## src/rtl/viterbi_pkg.sv

```systemverilog
// Shared constants and trellis helpers for the K=3 hard-decision Viterbi decoder.
package viterbi_pkg;

  localparam int unsigned K_SMALL    = 3;
  localparam int unsigned NUM_STATES = 4;

  // Encoder output {c0,c1} for full register n = {newest, p1, p0}.
  function automatic logic [1:0] expected_sym(input logic [2:0] n,
                                              input logic [2:0] g0,
                                              input logic [2:0] g1);
    return {^(n & g0), ^(n & g1)};
  endfunction

  // Hamming distance between two 2-bit symbols (0..2).
  function automatic logic [1:0] hamming2(input logic [1:0] a,
                                          input logic [1:0] b);
    logic [1:0] d;
    d = a ^ b;
    return {1'b0, d[1]} + {1'b0, d[0]};
  endfunction

endpackage

```

## src/rtl/viterbi_acs_unit.sv

```systemverilog
// Add-compare-select for one trellis state: two saturating candidate sums, smaller wins.
module viterbi_acs_unit
  import viterbi_pkg::*;
#(
  parameter int unsigned PM_W = 5
) (
  input  logic [PM_W-1:0] pm0,
  input  logic [PM_W-1:0] pm1,
  input  logic [1:0]      bm0,
  input  logic [1:0]      bm1,
  output logic [PM_W-1:0] sum_c,
  output logic            sel_c
);

  logic [PM_W:0]   raw0;
  logic [PM_W:0]   raw1;
  logic [PM_W-1:0] sat0;
  logic [PM_W-1:0] sat1;

  // Saturating adds, then select; ties keep the p0=0 candidate.
  always_comb begin
    raw0  = {1'b0, pm0} + (PM_W + 1)'(bm0);
    raw1  = {1'b0, pm1} + (PM_W + 1)'(bm1);
    sat0  = raw0[PM_W] ? {PM_W{1'b1}} : raw0[PM_W-1:0];
    sat1  = raw1[PM_W] ? {PM_W{1'b1}} : raw1[PM_W-1:0];
    sel_c = (sat1 < sat0);
    sum_c = sel_c ? sat1 : sat0;
  end

endmodule

```

## src/rtl/viterbi_k3_hard_decoder.sv

```systemverilog
// Rate-1/2 K=3 hard-decision Viterbi decoder, 4-state ACS with register-exchange survivors.
module viterbi_k3_hard_decoder
  import viterbi_pkg::*;
#(
  parameter logic [2:0]  G0    = 3'o7,
  parameter logic [2:0]  G1    = 3'o5,
  parameter int unsigned DEPTH = 16,
  parameter int unsigned PM_W  = 5
) (
  input  logic            clk,
  input  logic            rst,
  input  logic            clr,
  input  logic            in_valid,
  input  logic [1:0]      in_sym,
  output logic            in_ready,
  output logic            out_valid,
  output logic            out_bit,
  input  logic            out_ready,
  output logic [PM_W-1:0] out_metric
);

  localparam int unsigned     CNT_W   = $clog2(DEPTH + 1);
  localparam logic [PM_W-1:0] PM_INIT = PM_W'(2 ** (PM_W - 2));

  logic [NUM_STATES-1:0][PM_W-1:0]  pm_q;
  logic [NUM_STATES-1:0][PM_W-1:0]  pm_next;
  logic [NUM_STATES-1:0][PM_W-1:0]  sum_c;
  logic [NUM_STATES-1:0]            sel_c;
  logic [NUM_STATES-1:0][DEPTH-1:0] surv_q;
  logic [NUM_STATES-1:0][DEPTH-1:0] surv_new;
  logic [NUM_STATES-1:0]            unused_surv_msb;
  logic [CNT_W-1:0]                 sym_cnt_q;
  logic [PM_W-1:0]                  min_sum;
  logic [1:0]                       best;
  logic                             accept;

  assign in_ready = !out_valid || out_ready;
  assign accept   = in_valid && in_ready;

  // Per-state branch metrics, ACS and survivor exchange; state s = {newest bit, previous bit}.
  for (genvar gs = 0; gs < NUM_STATES; gs++) begin : g_state
    localparam logic [1:0] S = 2'(gs);
    logic [1:0] bm0;
    logic [1:0] bm1;

    assign bm0 = hamming2(in_sym, expected_sym({S, 1'b0}, G0, G1));
    assign bm1 = hamming2(in_sym, expected_sym({S, 1'b1}, G0, G1));

    viterbi_acs_unit #(
      .PM_W (PM_W)
    ) u_acs (
      .pm0   (pm_q[{S[0], 1'b0}]),
      .pm1   (pm_q[{S[0], 1'b1}]),
      .bm0   (bm0),
      .bm1   (bm1),
      .sum_c (sum_c[gs]),
      .sel_c (sel_c[gs])
    );

    assign surv_new[gs] = {surv_q[{S[0], sel_c[gs]}][DEPTH-2:0], S[1]};
    assign pm_next[gs]  = sum_c[gs] - min_sum;
    // Oldest survivor bit ages out of the window on every exchange.
    assign unused_surv_msb[gs] = surv_q[gs][DEPTH-1];
  end

  // Minimum of the four new sums, used for renormalisation and as the error indicator.
  always_comb begin
    min_sum = sum_c[0];
    for (int i = 1; i < int'(NUM_STATES); i++) begin
      if (sum_c[2'(i)] < min_sum) min_sum = sum_c[2'(i)];
    end
  end

  // Best state: lowest index whose sum equals the minimum.
  always_comb begin
    best = '0;
    for (int i = int'(NUM_STATES) - 1; i >= 0; i--) begin
      if (sum_c[2'(i)] == min_sum) best = 2'(i);
    end
  end

  // Metrics, survivors, fill counter and registered output stage.
  always_ff @(posedge clk) begin
    if (rst || clr) begin
      pm_q       <= {PM_INIT, PM_INIT, PM_INIT, PM_W'(0)};
      surv_q     <= '0;
      sym_cnt_q  <= '0;
      out_valid  <= 1'b0;
      out_bit    <= 1'b0;
      out_metric <= '0;
    end else if (accept) begin
      pm_q       <= pm_next;
      surv_q     <= surv_new;
      out_bit    <= surv_new[best][DEPTH-1];
      out_metric <= min_sum;
      if (sym_cnt_q != CNT_W'(DEPTH)) sym_cnt_q <= sym_cnt_q + CNT_W'(1);
      if (sym_cnt_q >= CNT_W'(DEPTH - 1)) out_valid <= 1'b1;
    end else if (out_valid && out_ready) begin
      out_valid <= 1'b0;
    end
  end

endmodule

```

## config.mk

```make
export PLATFORM = sky130hd
export DESIGN_NAME = viterbi_k3_hard_decoder
export DESIGN_NICKNAME = d
export VERILOG_FILES = /design/src/rtl/viterbi_pkg.sv /design/src/rtl/viterbi_acs_unit.sv /design/src/rtl/viterbi_k3_hard_decoder.sv
export SDC_FILE = /design/constraint.sdc
export NUM_CORES = 1
export LEC_CHECK = 0
export CAP_MARGIN = 20
export CELL_PAD_IN_SITES_DETAIL_PLACEMENT = 2
export CELL_PAD_IN_SITES_GLOBAL_PLACEMENT = 2
export CORE_ASPECT_RATIO = 1.5
export CORE_MARGIN = 2
export CORE_UTILIZATION = 39
export CTS_CLUSTER_SIZE = 8
export DETAILED_ROUTE_END_ITERATION = 12
export PLACE_DENSITY_LB_ADDON = 0.1
export SLEW_MARGIN = 20
export SYNTH_ARGS = -nofsm -noshare
export SYNTH_HDL_FRONTEND = slang
export SYNTH_SLANG_ARGS = --single-unit
```

## constraint.sdc

```tcl
create_clock -name clk -period 8.6 [get_ports clk]
set_input_delay 1.72 -clock clk [delete_from_list [all_inputs] [get_ports clk]]
set_output_delay 1.72 -clock clk [all_outputs]
set_load 0.05 [all_outputs]
```

; Yosys cells after proc, flatten, opt, wreduce, memory -nomap -nowiden
; Cells that the tools add are included.
[op_classes]
add_sub_neg = 17
muxes = 29
n_bitwise = 3
eq_ne = 5
order_cmp = 11
n_reduce_logical = 8
[op_table]
columns = operator, count
row1 = 2-to-1 mux 15 bit, 8
row2 = 2-to-1 mux 5 bit, 13
row3 = adder 5 x 2 -> 6 bit, 8
row4 = binary-select mux 16 bit (select 2 bit), 1
row5 = less-than comparator 5 bit, 5
row6 = subtractor 5 bit, 4
row7 = 2-to-1 mux 16 bit, 1
row8 = == test 5 bit, 2
row9 = less-than comparator 2 x 3 -> 1 bit (second input constant), 3
row10 = adder 1 x 1 -> 2 bit, 4
row11 = less-than comparator 1 x 3 -> 1 bit (second input constant), 2
row12 = 2-to-1 mux 2 bit, 3
row13 = adder 5 x 1 -> 5 bit (second input constant), 1
row14 = == test 5 bit (first input constant), 1
row15 = >= comparator 5 x 4 -> 1 bit (second input constant), 1
row16 = inequality test 5 bit (second input constant), 1
row17 = AND reduction 2 bit, 2
row18 = 2-to-1 mux 1 bit, 3
row19 = logical AND 1 bit, 2
row20 = logical OR 1 bit, 2
row21 = inequality test 2 x 1 -> 1 bit (second input constant), 1
row22 = NOT 1 bit, 2
row23 = NOT 2 bit, 1
row24 = nonzero test 2 bit, 1
row25 = zero test 1 bit, 1
[word_totals]
reg_bits = 90
out_inout_bits = 8

; Longest topological paths before layout
[logic_depth]
depth_word = 14
depth_mapped = 32

; Modules after synthesis
; From an unflattened synthesis, not the netlist that was laid out.
[unflattened]
hier_cells = 738
hier_area_um2 = 6386.1
[modules_own_cells]
columns = mod, area_per_inst_um2, n_inst, cells_per_inst
row1 = viterbi_k3_hard_decoder, 4514.3, 1, 490
row2 = viterbi_acs_unit, 467.9, 4, 62

; Worst setup path after synthesis
; No wires, ideal clock.
[synth_path]
path_type = input-to-reg
from = input in_sym[0]
to = register pm_q[3] (netlist bit)
arrival_time_ns = 7.511
setup_slack_ns = 0.952
t_required_ns = 8.463
stages = 29
path_buffers = 1
cell_sequence = inv_1 -> ha_1 -> inv_1 -> ha_1 -> ha_1 -> a21oi_1 -> xnor2_1 -> nor2_1 -> inv_1 -> ha_1 -> a21oi_1 -> o21ai_0 -> a21oi_2 -> and2_4 -> buf_12 -> nor2_1 -> a21oi_1 -> inv_1 -> ha_1 -> and4_1 -> o221ai_2 -> o211a_1 -> mux2i_1 -> ha_1 -> a21oi_1 -> maj3_1 -> nor3_1 -> a221oi_1 -> a211oi_1
[synth_via]
elab_chain_cells = 9
[synth_lines]
columns = item, line
row1 = from (decl), viterbi_k3_hard_decoder.sv:14  ; input logic [1:0] in_sym,
row2 = NOT 1 bit (no source line) or NOT 2 bit (tied branches), --
row3 = adder 1 x 1 -> 2 bit, viterbi_pkg.sv:19  ; return {1'b0, d[1]} + {1'b0, d[0]};
row4 = adder 5 x 2 -> 6 bit, viterbi_acs_unit.sv:23  ; raw1 = {1'b0, pm1} + (PM_W + 1)'(bm1);
row5 = 2-to-1 mux 5 bit, viterbi_acs_unit.sv:25  ; sat1 = raw1[PM_W] ? {PM_W{1'b1}} : raw1[PM_W-1:0];
row6 = less-than comparator 5 bit, viterbi_acs_unit.sv:26  ; sel_c = (sat1 < sat0);
row7 = 2-to-1 mux 5 bit, viterbi_acs_unit.sv:27  ; sum_c = sel_c ? sat1 : sat0;
row8 = less-than comparator 5 bit, viterbi_k3_hard_decoder.sv:70  ; if (sum_c[2'(i)] < min_sum) min_sum = sum_c[2'(i)];
row9 = 2-to-1 mux 5 bit, viterbi_k3_hard_decoder.sv:70
row10 = subtractor 5 bit *, viterbi_k3_hard_decoder.sv:61  ; assign pm_next[gs] = sum_c[gs] - min_sum;
row11 = to (signal assigned), viterbi_k3_hard_decoder.sv:85  ; pm_q <= {PM_INIT, PM_INIT, PM_INIT, PM_W'(0)};
row12 = to (signal assigned), viterbi_k3_hard_decoder.sv:92  ; pm_q <= pm_next;
row13 = to (decl), viterbi_k3_hard_decoder.sv:25  ; logic [NUM_STATES-1:0][PM_W-1:0] pm_q;
; Every way passes the cells marked *; elsewhere a longest branch is shown, timed or not.
; A chain may end at the register's enable or synchronous reset.

; Final worst setup path
[layout_path]
from = input in_sym[0]
to = register pm_q[14] (netlist bit)
; The elaborated chain is that of the path after synthesis.

==> impl_metrics.toml <==
[run_status]
run_status = "finished, final reports clean"

[final_layout]
stdcell_area_um2 = 7082
layout_commonest_cell = "nor2_1"
most-common-layout-cells = "107 x nor2_1, 87 x dfxtp_1, 61 x a21oi_1"
multiInputGateArea_um2 = 4398
layout-drive-gt1-share_pct = 9.593
fill_cells = 1847
area_growth_pct = 10.40
final_util_pct = 43.94
regArea_um2 = 1742
fin_nets = 821
antenna_cells = 0

[worst_setup_path]
cp-end-kind = "flop"
critPathMaxStageDelay_ns = 0.57
cp_max_fo = 6
cp.required_ns = 8.88
worstSetupPathType = "in2reg"
start_kind = "input port"
path_delay_family = "compound AO/OA/AOI/OAI gates"
cp_num_buf_inv = 4
critPathArrivalTime_ns = 8.39
crit_slowest_cell = "clkdlybuf4s50_1"

[logic_synthesis]
synthDistinctLibCells = 76
synth_seq_cells = 87
synth_area_leaders = "dfxtp_1 27%, ha_1 11%, mux2i_1 8.9%"
async_flop_share_pct = 0
synthFlopType = "dfxtp_1"
syn_nets = 826
ys_warn_count = 0
synth_top_area_share_pct = 27.15
synthesis.instances = 761
synth_area_um2 = 6415
synth.avg_cell_area_um2 = 8.430
synth_edf_count = 0
yosys.area.top_type = "dfxtp_1"
ys_seq_area_share_pct = 27.15

[global_routing]
grt_pass1_wl_um = 32010
gr-usage-all-layers_pct = 23.47
antenna_found_initial = 0
grt_max_degree = 113
grt_overflow = 0
grt_pass1_vias = 6115

[cts]
cts-htree-levels = 3
cts_num_sinks = 87
clock_latency_ns = 0.35
cts.clk_slew.worst_paths_ns = 0.07
cts_made_buffers = 9
cts_tree = "yes"
cts_setup_buffers = 0
clockBufferDepth = 2
cts_root_buf = "clkbuf_16"

[floorplanning]
core_um2 = 16120
start_util_pct = 39.80
dieArea_um2 = 17510
fp-row-count = 57
fp.dieH_um = 161.1
io_pins = 15
die_x_um = 108.7

[detailed_routing]
drt_iter0_drc = 168
wl_per_cell_um = 20.35
drc = 0
via_per_inst = 5.771
via_count = 5581
firstDrtPassIters = 4
drtAntennaViolNets = 0
drt-total-wl_um = 19680

[sta]
setup_viol = 0
worst_pin_slew_ns = 1.010
final_max_slew_viol_count = 0
relSlewSlack_pct = 32.49
finalCritPeriodShare_pct = 94.37
skew_ns = 0.01168
finalHoldViolCount = 0
rsz0062_at_grt = "no"
min_period_ns = 8.116
max_freq_ghz = 0.1232

[worst_hold_path]
hold_path_class = "reg2reg"

[run]
maxCapViolCount = 0

[placed_design]
place_congestion = 0.8636
dpl.hpwl_um = 14950
place_area_um2 = 6721
portBuffers = 14
==> layout make-up <==
class | count | share of cell area [%]
Timing Repair Buffer | 30 | 3.958
Tap cell | 206 | 3.640
Inverter | 24 | 1.272
Multi-Input combinational cell | 604 | 62.10
Sequential cell | 87 | 24.59
Clock buffer | 10 | 3.233
Clock inverter | 6 | 1.201
==> registers in the layout (all words and copies together), names as in the netlist <==
register,count
out_valid,1
out_bit,1
surv_q,55
out_metric,5
sym_cnt_q,5
pm_q,20
==> metrics by stage <==
stage	hold WS [ns]	setup TNS [ns]	cells	worst slack, ns
after floorplan	0.4366	0	761	0.9515
after global placement	0.4482	0	950	0.2623
after detailed placement	0.4600	-0.1971	950	-0.09336
after CTS	0.4700	0	966	0.2575
after global routing	0.4992	0	967	0.05287
final	0.4629	0	967	0.4843
==> synth_stat cells, types with 5 or more instances <==
master,count
a211oi_1,57
inv_1,24
dfxtp_1,87
o21a_1,6
nor3_1,12
a21o_1,13
nand2b_1,8
o21ai_0,23
clkbuf_1,27
nor2_1,108
nand3_1,9
mux2i_1,57
nor2b_1,9
xor2_1,18
o211ai_1,10
ha_1,54
buf_2,10
a21oi_1,63
and3_1,5
nand2_1,47
o31ai_1,7
xnor2_1,12
==> worst register-to-register path: cells and delay by family, from the launching register on <==
kind                       cells  cell delay, ns
AOI/OAI and AO/OA             12            3.00
adders and majority gates      4            1.10
DFF                            1            0.60
xor gates and xnor gates       3            0.56
buffers and inverters          4            0.38
and+or+nand+nor                3            0.35
==> repair_timing <==
item / CTS / global route
resized for setup: 0 / 6
hold buffers: 0 / 0
setup endpoints to repair: 0 / 6
==> logic make-up after synthesis <==
logic type / synth area share (%)
AO/OA/AOI/OAI: 24.30
XOR/XNOR: 4.701
adder cells (fa/ha/maj): 11.94
buffers and inverters: 4.896
flip-flops: 27.15
multiplexers: 10.61
AND/OR/NAND/NOR: 16.40
==> metal layers <==
layer,vias up,GRT usage [%],wire length [um]
met5,-,0,0
met4,0,7.459,436
met3,27,3.027,334
met2,59,46.02,11150
met1,2768,25.12,7758
li1,2727,-,-
==> worst paths after layout <==
path | from | to | slack [ns] | cells after the start
worst max-delay path | in_sym[0] | pm_q[14] | 0.48 | 29
worst min-delay path | out_metric[4] | out_metric[4] | 0.46 | 2
worst max register to register | pm_q[6] | pm_q[14] | 2.56 | 26
worst min register to register | out_metric[4] | out_metric[4] | 0.46 | 2
Power is left out: the tool's default activity adds up to more than one toggle a clock period on the data nets, which glitch-free logic cannot reach.
